[config.mk]
export PLATFORM = sky130hd
export DESIGN_NAME = pipe_stage_buffer
export DESIGN_NICKNAME = d
export VERILOG_FILES = /design/src/rtl/pipe_stage_buffer.sv
export SDC_FILE = /design/constraint.sdc
export NUM_CORES = 1
export LEC_CHECK = 0
export CAP_MARGIN = 0
export CELL_PAD_IN_SITES_DETAIL_PLACEMENT = 1
export CELL_PAD_IN_SITES_GLOBAL_PLACEMENT = 1
export CORE_MARGIN = 2
export CORE_UTILIZATION = 30
export DETAILED_ROUTE_END_ITERATION = 8
export PLACE_DENSITY_LB_ADDON = 0.1
export SETUP_SLACK_MARGIN = 0.2
export SLEW_MARGIN = 5
export SYNTH_ARGS = -nofsm -noshare
export SYNTH_HDL_FRONTEND = slang
export SYNTH_SLANG_ARGS = --single-unit
export TNS_END_PERCENT = 1
[constraint.sdc]
create_clock -name clk -period 4.3 [get_ports clk]
set_clock_uncertainty 0.15 [all_clocks]
set_input_delay 0.86 -clock clk [delete_from_list [all_inputs] [get_ports clk]]
set_output_delay 0.86 -clock clk [all_outputs]
set_load 0.005 [all_outputs]
[src/rtl/pipe_stage_buffer.sv]
`default_nettype none
// ============================================================================
// Module   : pipe_stage_buffer
// Purpose  : Valid/ready pipeline-stage register with a 2-entry skid buffer,
//            flush and writeback-forwarding outputs. Optional perf counters
//            are enabled by defining PIPE_STAGE_BUFFER_PERF_EN.
// Revision : 1.0 - initial release
// ============================================================================
module pipe_stage_buffer #(
    parameter int DATA_W    = 32,
    parameter int NDATA     = 2,
    parameter int RD_W      = 5,
    parameter int CTRL_W    = 2,
    parameter int REGWR_BIT = 1
`ifdef PIPE_STAGE_BUFFER_PERF_EN
    ,
    parameter int CNT_W     = 16
`endif
) (
    input  logic                    clk,
    input  logic                    rst_n,
    input  logic                    flush,
    input  logic                    in_valid,
    output logic                    in_ready,
    input  logic [NDATA*DATA_W-1:0] in_data,
    input  logic [RD_W-1:0]         in_rd,
    input  logic [CTRL_W-1:0]       in_ctrl,
    output logic                    out_valid,
    input  logic                    out_ready,
    output logic [NDATA*DATA_W-1:0] out_data,
    output logic [RD_W-1:0]         out_rd,
    output logic [CTRL_W-1:0]       out_ctrl,
    output logic                    fwd_valid,
    output logic [RD_W-1:0]         fwd_rd,
    output logic [DATA_W-1:0]       fwd_data
`ifdef PIPE_STAGE_BUFFER_PERF_EN
    ,
    output logic [CNT_W-1:0]        stall_cnt,
    output logic [CNT_W-1:0]        bubble_cnt
`endif
);

    localparam int c_DATA_ALL_W = NDATA * DATA_W;

    // State bits are {skid_v, main_v}
    localparam logic [1:0] c_EMPTY = 2'b00;
    localparam logic [1:0] c_ONE   = 2'b01;
    localparam logic [1:0] c_FULL  = 2'b11;

    logic [1:0]              r_state;
    logic [1:0]              w_state_nxt;
    logic                    w_push;
    logic                    w_pop;
    logic                    w_load_main;
    logic                    w_main_from_skid;
    logic                    w_load_skid;

    logic [c_DATA_ALL_W-1:0] r_main_data;
    logic [RD_W-1:0]         r_main_rd;
    logic [CTRL_W-1:0]       r_main_ctrl;
    logic [c_DATA_ALL_W-1:0] r_skid_data;
    logic [RD_W-1:0]         r_skid_rd;
    logic [CTRL_W-1:0]       r_skid_ctrl;

    assign in_ready  = ~r_state[1];
    assign out_valid = r_state[0];
    assign w_push    = in_valid & in_ready;
    assign w_pop     = out_valid & out_ready;

    always_comb begin
        w_state_nxt      = r_state;
        w_load_main      = 1'b0;
        w_main_from_skid = 1'b0;
        w_load_skid      = 1'b0;
        if (flush) begin
            w_state_nxt = c_EMPTY;
        end else begin
            case (r_state)
                c_EMPTY: begin
                    if (w_push) begin
                        w_load_main = 1'b1;
                        w_state_nxt = c_ONE;
                    end
                end
                c_ONE: begin
                    if (w_push && !w_pop) begin
                        w_load_skid = 1'b1;
                        w_state_nxt = c_FULL;
                    end else if (w_push && w_pop) begin
                        w_load_main = 1'b1;
                    end else if (w_pop) begin
                        w_state_nxt = c_EMPTY;
                    end
                end
                c_FULL: begin
                    if (w_pop) begin
                        w_main_from_skid = 1'b1;
                        w_state_nxt      = c_ONE;
                    end
                end
                default: w_state_nxt = c_EMPTY;
            endcase
        end
    end

    always_ff @(posedge clk or negedge rst_n) begin
        if (!rst_n) begin
            r_state <= c_EMPTY;
        end else begin
            r_state <= w_state_nxt;
        end
    end

    // Payload only moves on an actual write so the head stays stable under stall
    always_ff @(posedge clk or negedge rst_n) begin
        if (!rst_n) begin
            r_main_data <= '0;
            r_main_rd   <= '0;
            r_main_ctrl <= '0;
            r_skid_data <= '0;
            r_skid_rd   <= '0;
            r_skid_ctrl <= '0;
        end else begin
            if (w_load_main) begin
                r_main_data <= in_data;
                r_main_rd   <= in_rd;
                r_main_ctrl <= in_ctrl;
            end else if (w_main_from_skid) begin
                r_main_data <= r_skid_data;
                r_main_rd   <= r_skid_rd;
                r_main_ctrl <= r_skid_ctrl;
            end
            if (w_load_skid) begin
                r_skid_data <= in_data;
                r_skid_rd   <= in_rd;
                r_skid_ctrl <= in_ctrl;
            end
        end
    end

    assign out_data  = r_main_data;
    assign out_rd    = r_main_rd;
    assign out_ctrl  = r_main_ctrl;
    assign fwd_valid = r_state[0] & r_main_ctrl[REGWR_BIT] & (r_main_rd != '0);
    assign fwd_rd    = r_main_rd;
    assign fwd_data  = r_main_data[DATA_W-1:0];

`ifdef PIPE_STAGE_BUFFER_PERF_EN
    logic [CNT_W-1:0] r_stall_cnt;
    logic [CNT_W-1:0] r_bubble_cnt;

    // Saturating counters, deliberately untouched by flush
    always_ff @(posedge clk or negedge rst_n) begin
        if (!rst_n) begin
            r_stall_cnt  <= '0;
            r_bubble_cnt <= '0;
        end else begin
            if (out_valid && !out_ready && (r_stall_cnt != '1)) begin
                r_stall_cnt <= r_stall_cnt + 1'b1;
            end
            if (!out_valid && (r_bubble_cnt != '1)) begin
                r_bubble_cnt <= r_bubble_cnt + 1'b1;
            end
        end
    end

    assign stall_cnt  = r_stall_cnt;
    assign bubble_cnt = r_bubble_cnt;
`endif

endmodule
`default_nettype wire
==> results of run 1 <==
registers in the layout, indices dropped and copies added, names as in the netlist:
register     count
fwd_rd           5
r_state          2
out_ctrl         2
r_skid_data     64
r_skid_rd        5
out_data        64
r_skid_ctrl      2
per-stage QoR:
step	util (%)	cell area, um^2	hold WS, ns	power (mW)	worst slack (ns)
floorplan	-	6575	0.3041	3.468	2.244
global placement	38.28	8303	0.3169	4.506	1.014
detailed placement	38.28	8303	0.3230	4.611	0.9363
CTS	41.14	8924	0.3365	6.210	1.306
global route	41.14	8924	0.3550	6.553	1.198
finish	41.14	8924	0.3347	6.115	1.344
worst min-delay path by stage:
stage | end | slack (ns) | cells past startpoint
floorplan | r_skid_ctrl[0] | 0.30 | 2
global placement | r_skid_data[54] | 0.32 | 2
detailed placement | out_data[33] | 0.32 | 2
CTS | out_data[33] | 0.34 | 2
global route | out_data[33] | 0.35 | 2
finish | out_data[33] | 0.33 | 2
cells by family (layout without fill, tap and decap cells):
family / Yosys count / after routing
simple gates: 225 / 225
buf+inv: 163 / 302
compound gates: 148 / 148
flops: 144 / 144
fa+ha+maj: 4 / 4
mux: 2 / 2
per-layer routing:
| metal | part of all wire, % | global-route usage (%) |
|---|---|---|
| met1 | 47 | 21.93 |
| met2 | 48 | 27.78 |
| met3 | 4.0 | 4.136 |
| met4 | 1.3 | 4.539 |
| met5 | 0 | 0 |
power by group:
part | internal, mW | total, mW | switching, mW
registers | 1.98 | 2.42 | 0.436
logic | 1.24 | 2.13 | 0.887
clock network | 0.973 | 1.57 | 0.594
synthesized netlist by cell type:
cell / count / area, um^2
nor2_1: 1 / 3.750
inv_1: 73 / 274.0
clkbuf_1: 21 / 78.83
buf_6: 11 / 123.9
a221oi_2: 1 / 15.01
or3_1: 1 / 6.260
a211o_1: 1 / 8.760
nand2b_1: 3 / 18.77
nand3_4: 1 / 17.52
a21o_1: 1 / 7.510
mux2i_1: 2 / 20.02
nand2_1: 143 / 536.8
a31o_4: 1 / 17.52
ha_1: 4 / 50.05
o21ai_1: 71 / 355.3
o311ai_1: 71 / 621.9
buf_2: 10 / 50.05
and4b_1: 1 / 10.01
a21oi_4: 1 / 16.27
nand3_1: 72 / 360.4
dfrtp_1: 144 / 3603
buf_1: 7 / 26.28
nor3b_4: 1 / 18.77
buf_4: 41 / 307.8
nand3_2: 1 / 10.01
o311a_1: 1 / 10.01
nand4_1: 1 / 6.260
final cells by class:
cell class	count	area, um^2	area share, %
Timing Repair Buffer	197	1953	21.89
Inverter	73	274.0	3.071
Clock buffer	19	432.9	4.851
Clock inverter	13	187.7	2.103
Tap cell	280	350.3	3.926
Multi-Input combinational cell	379	2122	23.78
Sequential cell	144	3603	40.38
critical path: cells and delay by family (launching register included):
kind	cells	cell delay, ns
AOI/OAI and AO/OA	1	0.29
DFF	1	0.40
buffers and inverters	1	0.44
and+or+nand+nor	1	0.39
==> metrics.cfg, run 1 <==
[outcome]
status=finished clean

[drt]
route.detailed.drc=0
wl_per_cell_um=16.94
first_pass_iters=5
vias=5461
vias_per_cell=4.942
ant_nets=0
totalWireLength_um=18720
initialDrtViolationCount=192

[final_layout]
area_growth_pct=35.72
diodes=0
finalNetCount=892
nFillCells=2442
drive_gt1_share_pct=6.061
final_common_cell=clkdlybuf4s50_1
fin_cells=1105
layout_common_cells=clkdlybuf4s50_1 (184), dfrtp_1 (144), nand2_1 (143)

[yosys]
synth_warnings=0
synthSimpleGateAreaFrac_pct=15.03
yosysSeqAreaShare_pct=54.80
synth_adder_area_share_pct=0.7612
synthXorXnorAreaFrac_pct=0
synth_compound_area_share_pct=16.00
syn_area_per_cell_um2=9.585
ys_ff_latch=144
synth_top_family_by_area=compound AO/OA/AOI/OAI gates
synth_mux_area_share_pct=0.3045
syn_nets=766
synth_cells=686
syn_area_um2=6575
ys_types=27

[global_routing]
grt_use_total_pct=16.76
grt_pass1_wl_um=31460
grt_antenna_before_repair=0
grt_max_degree=96
grt_pass1_vias=5876
gr-total-overflow=0

[critical_path]
reg2reg_slack_ns=1.51
critPathCapture=fwd_valid
cp_max_fo=4
arrival_ns=1.95
crit_start=fwd_rd[1]
cpMaxStageDelayCell=clkdlybuf4s50_1
end_kind=output pin
r2r-end=out_data[17]
start_kind=flop
rr_startpoint=r_state[1]
critPathRequiredTime_ns=3.29
worstSetupPathType=flop to output pin
cpPeakStageDelay_ns=0.44
reg2regPathDepth=7
path_cells=or3_1 -> o311a_1 -> clkdlybuf4s50_1

[sta]
fin_crit_ns=2.956
final_max_slew_viol_count=0
grt_setup_unrepaired=false
setup_viol=0
setup-tns-final_ns=0
period_share_pct=68.75
worstMarginPinSlew_ns=0.9110
max_freq_ghz=0.3382
relSlewSlack_pct=39.27
finalHoldViolCount=0

[flow_run]
maxCapViolCount=0

[die]
row_count=54
dieArea_um2=23120
core_area_um2=21690
initial_utilization_pct=30.32
die_w_um=152.0
die_y_um=152.0
io_pins=187

[clock_network]
cts_sinks=144
cts_hold_buf=0
insertion_delay_ns=0.42
clk_pin_slew_worst_paths_ns=0.06
postCtsSetupBuffers=0
h-tree-depth=4
cts_made_buffers=17
tritoncts=built
post_cts_resized=0
clk_path_buf_depth=2
root_buffer=clkbuf_16

[place]
gp_congestion=0.6994
place.detailed.hpwl_um=11930
numPlacedInstances=1073
port-buffer-count=186

[pwr]
power_density_nw_per_um2=685.3
irDropWorstVdd_uv=261.3
power.leakage_nw=3.964

[hold_path]
hp-class=flop to flop
worstHoldStart=out_data[33]

No activity file was read; power rests on OpenSTA's default activity.
==> inputs of run 2 (changes only) <==
- clock period: 4.3 -> 2.6 ns (I/O delays scaled with it)
==> metrics.cfg, run 2 (same netlist as run 1, synthesis figures left out) <==
[global_routing]
gr-total-overflow=0
grt_pass1_vias=5992
grt_antenna_before_repair=0
grt_pass1_wl_um=31310
grt_max_degree=85
grt_use_total_pct=16.58

[critical_path]
rr_startpoint=r_state[1]
end_kind=output pin
cpMaxStageDelayCell=dfrtp_1
path_cells=or3_4 -> o311a_1 -> buf_2
critPathRequiredTime_ns=1.93
reg2regPathDepth=7
cp_max_fo=4
worstSetupPathType=flop to output pin
reg2reg_slack_ns=0.38
r2r-end=out_data[4]
arrival_ns=1.71
start_kind=flop
cpPeakStageDelay_ns=0.42

[pwr]
irDropWorstVdd_uv=437.8
power_mw=10.20
power_density_nw_per_um2=1125
power.leakage_nw=4.038

[drt]
vias=5388
vias_per_cell=4.867
ant_nets=0
initialDrtViolationCount=207
route.detailed.drc=0
first_pass_iters=4
wl_per_cell_um=16.52
totalWireLength_um=18280

[final_layout]
final_common_cell=clkdlybuf4s50_1
nFillCells=2409
finalNetCount=896
regArea_um2=3603
multi_input_comb_area_um2=2127
drive_gt1_share_pct=6.651
diodes=0
layout_common_cells=clkdlybuf4s50_1 (183), dfrtp_1 (144), nand2_1 (143)
area_growth_pct=37.81

[sta]
fin_crit_ns=2.375
relSlewSlack_pct=41.08
setup_viol=0
grt_setup_unrepaired=true
setup-tns-final_ns=0
finalHoldViolCount=0
final_max_slew_viol_count=0
fin_ws_ns=0.2246
period_share_pct=91.36
max_freq_ghz=0.4210
worstMarginPinSlew_ns=0.8838

[place]
gp_congestion=0.7188
post-place-ws_ns=0.1718
place.detailed.hpwl_um=11800
port-buffer-count=186

[clock_network]
tritoncts=built
clk_path_buf_depth=2
cts_made_buffers=17
root_buffer=clkbuf_16
h-tree-depth=4
insertion_delay_ns=0.42
cts_sinks=144
clk_pin_slew_worst_paths_ns=0.06

[die]
dieArea_um2=23120
die_y_um=152.0
core_area_um2=21690
initial_utilization_pct=30.32
io_pins=187
row_count=54
die_w_um=152.0

[hold_path]
hp-class=flop to flop
min_path_cells=2
whs_endpoint=r_skid_ctrl[1]
worstHoldStart=r_skid_ctrl[1]

[outcome]
status=finished clean

[flow_run]
maxCapViolCount=0

run 2: cell types whose count changed in the layout (fill, tap and decap cells not counted), sizes merged:
| cell | change |
|---|---|
| clkbuf | +2 |
| clkdlybuf4s50 | -1 |
| buf | +4 |
| clkinvlp | -3 |
| dlygate4sd3 | +1 |
| clkinv | -1 |
run 2: cell type report:
cell class | instances | share of cell area (%)
sequential | 144 | 39.77
multi-input combinational | 379 | 23.47
timing repair buffer | 201 | 22.95
clock buffer | 21 | 5.192
tap | 280 | 3.866
inverter | 73 | 3.024
clock inverter | 9 | 1.726
run 2: worst max path at each step:
stage | startpoint | to | cells after the start
final | fwd_rd[0] | fwd_valid | 3
after global routing | fwd_rd[0] | fwd_valid | 3
after CTS | fwd_rd[0] | fwd_valid | 3
after detailed placement | in_valid | out_data[7] | 6
after global placement | in_valid | out_data[58] | 6
after floorplan | r_state[1] | out_data[34] | 8
run 2: layer usage:
metal	wire length (um)	global-route usage [%]	up-vias	part of all wire (%)
met5	0	0	-	0
met3	836	4.050	21	4.6
met4	328	5.207	0	1.8
met1	8235	21.46	2660	45
met2	8883	27.48	138	49
li1	-	-	2569	-
run 2: per-stage QoR:
step           instance area [um^2]  hold slack, ns  util [%]  cells
6_report                       9061          0.3366     41.78   1107
5_1_grt                        9061          0.3550     41.78   1107
4_1_cts                        9054          0.3398     41.74   1107
3_5_place_dp                   8406          0.3085     38.76   1075
3_3_place_gp                   8406          0.3109     38.76   1075
2_1_floorplan                  6575         0.07441         -    686
run 2: worst max-delay path, delay by kind of cell (launching register included):
family / cells / cell delay, ns
compound gates: 1 / 0.34
buf+inv: 1 / 0.13
flops: 1 / 0.42
simple gates: 1 / 0.40
run 2: what timing repair did:
action	4_1_cts	5_1_grt
pin swaps	2	0
setup buffers	1	0
resized for setup	6	2
endpoints found under the hold margin	37	0
endpoints found under the setup margin	2	30
hold buffers	1	0
run 2: power by group:
group          internal [mW]  switching (mW)  leakage (nW)
sequential              3.28           0.684          1.79
clock                   1.68           0.927         0.309
combinational           2.13            1.50          1.94
total                   7.08            3.11          4.04
==> inputs of run 3 (changes only) <==
- CORE_MARGIN: 2 -> 5
- CTS_BUF_LIST: unset -> sky130_fd_sc_hd__clkbuf_16
- SKIP_CTS_REPAIR_TIMING: unset -> 1
==> metrics.cfg, run 3 (same netlist as run 1, synthesis figures left out) <==
[sta]
setup-tns-final_ns=0
max_freq_ghz=0.4262
final_max_slew_viol_count=0
whs_ns=0.3356
setup_viol=0
fin_crit_ns=2.346
worstMarginPinSlew_ns=0.6942
fin_ws_ns=0.2539
grt_setup_unrepaired=true
finalHoldViolCount=0
relSlewSlack_pct=53.72
period_share_pct=90.24

[place]
post-place-ws_ns=0.1934
numPlacedInstances=1082
place.detailed.hpwl_um=13040
dpl_cell_area_um2=8506
gp_congestion=0.7190
port-buffer-count=186

[die]
die_w_um=158.0
core_area_um2=21690
dieArea_um2=24980
initial_utilization_pct=30.32
row_count=54
die_y_um=158.0
io_pins=187

[global_routing]
grt_antenna_before_repair=1
gr-total-overflow=0
grt_pass1_wl_um=31040
grt_pass1_vias=5981
grt_use_total_pct=15.68
grt_max_degree=55

[drt]
vias=5497
ant_nets=0
vias_per_cell=4.926
route.detailed.drc=0
initialDrtViolationCount=159
totalWireLength_um=19380
first_pass_iters=4
wl_per_cell_um=17.36

[critical_path]
cpMaxStageDelayCell=clkdlybuf4s50_1
critPathRequiredTime_ns=1.93
arrival_ns=1.68
worstSetupPathType=flop to output pin
path_cells=inv_1 -> buf_4 -> clkdlybuf4s50_1
cpPeakStageDelay_ns=0.54
cp_max_fo=6
start_kind=flop
end_kind=output pin

[clock_network]
insertion_delay_ns=0.41
tritoncts=built
root_buffer=clkbuf_16
clk_pin_slew_worst_paths_ns=0.06
clk_path_buf_depth=2
h-tree-depth=4
cts_made_buffers=17
cts_sinks=144

[final_layout]
area_growth_pct=39.12
utilization_pct=42.18
final_common_cell=clkdlybuf4s50_1
fin_cells=1116
layout_common_cells=clkdlybuf4s50_1 (183), dfrtp_1 (144), nand2_1 (143)
finalNetCount=903
drive_gt1_share_pct=7.177
fin_area_um2=9148
diodes=0

[pwr]
power_density_nw_per_um2=1119
irDropWorstVdd_uv=465.3
power_mw=10.24
power.leakage_nw=4.103

[hold_path]
hp-class=flop to flop

[outcome]
status=finished clean

[flow_run]
maxCapViolCount=0

## run 3: layer usage
layer	share of wire [%]	track usage, %	vias to the layer above
li1	-	-	2593
met1	44	19.83	2738
met2	49	26.69	141
met3	5.2	3.636	23
met4	1.6	4.955	2
met5	0.098	0	-
## run 3: layout make-up
| class | instances | area (um^2) |
|---|---|---|
| tap | 280 | 350.3 |
| fill | 2412 | 12540 |
| inverter | 73 | 274.0 |
| multi-input combinational | 379 | 2125 |
| clock inverter | 15 | 191.4 |
| sequential | 144 | 3603 |
| clock buffer | 17 | 425.4 |
| timing repair buffer | 208 | 2178 |
## run 3: power breakdown
group	internal [mW]	leakage, nW	switching, mW
combinational	2.18	2.01	1.52
sequential	3.28	1.79	0.704
clock	1.60	0.304	0.964
## run 3: worst max-delay path, delay by kind of cell (launching register included)
kind	cells	cell delay [ns]
buf+inv	3	0.80
flops	1	0.47
## run 3: final timing paths
check                                      from               to  slack (ns)  depth (start not counted)
worst min-delay path            r_skid_data[43]  r_skid_data[43]        0.34                          2
min in group asynchronous                 rst_n     out_data[27]        0.46                          2
worst min register to register  r_skid_data[43]  r_skid_data[43]        0.34                          2
worst max register to register       r_state[0]     out_data[53]        0.31                          5
max in group asynchronous                 rst_n     out_data[37]        1.20                          3
worst max-delay path                 r_state[1]         in_ready        0.25                          3
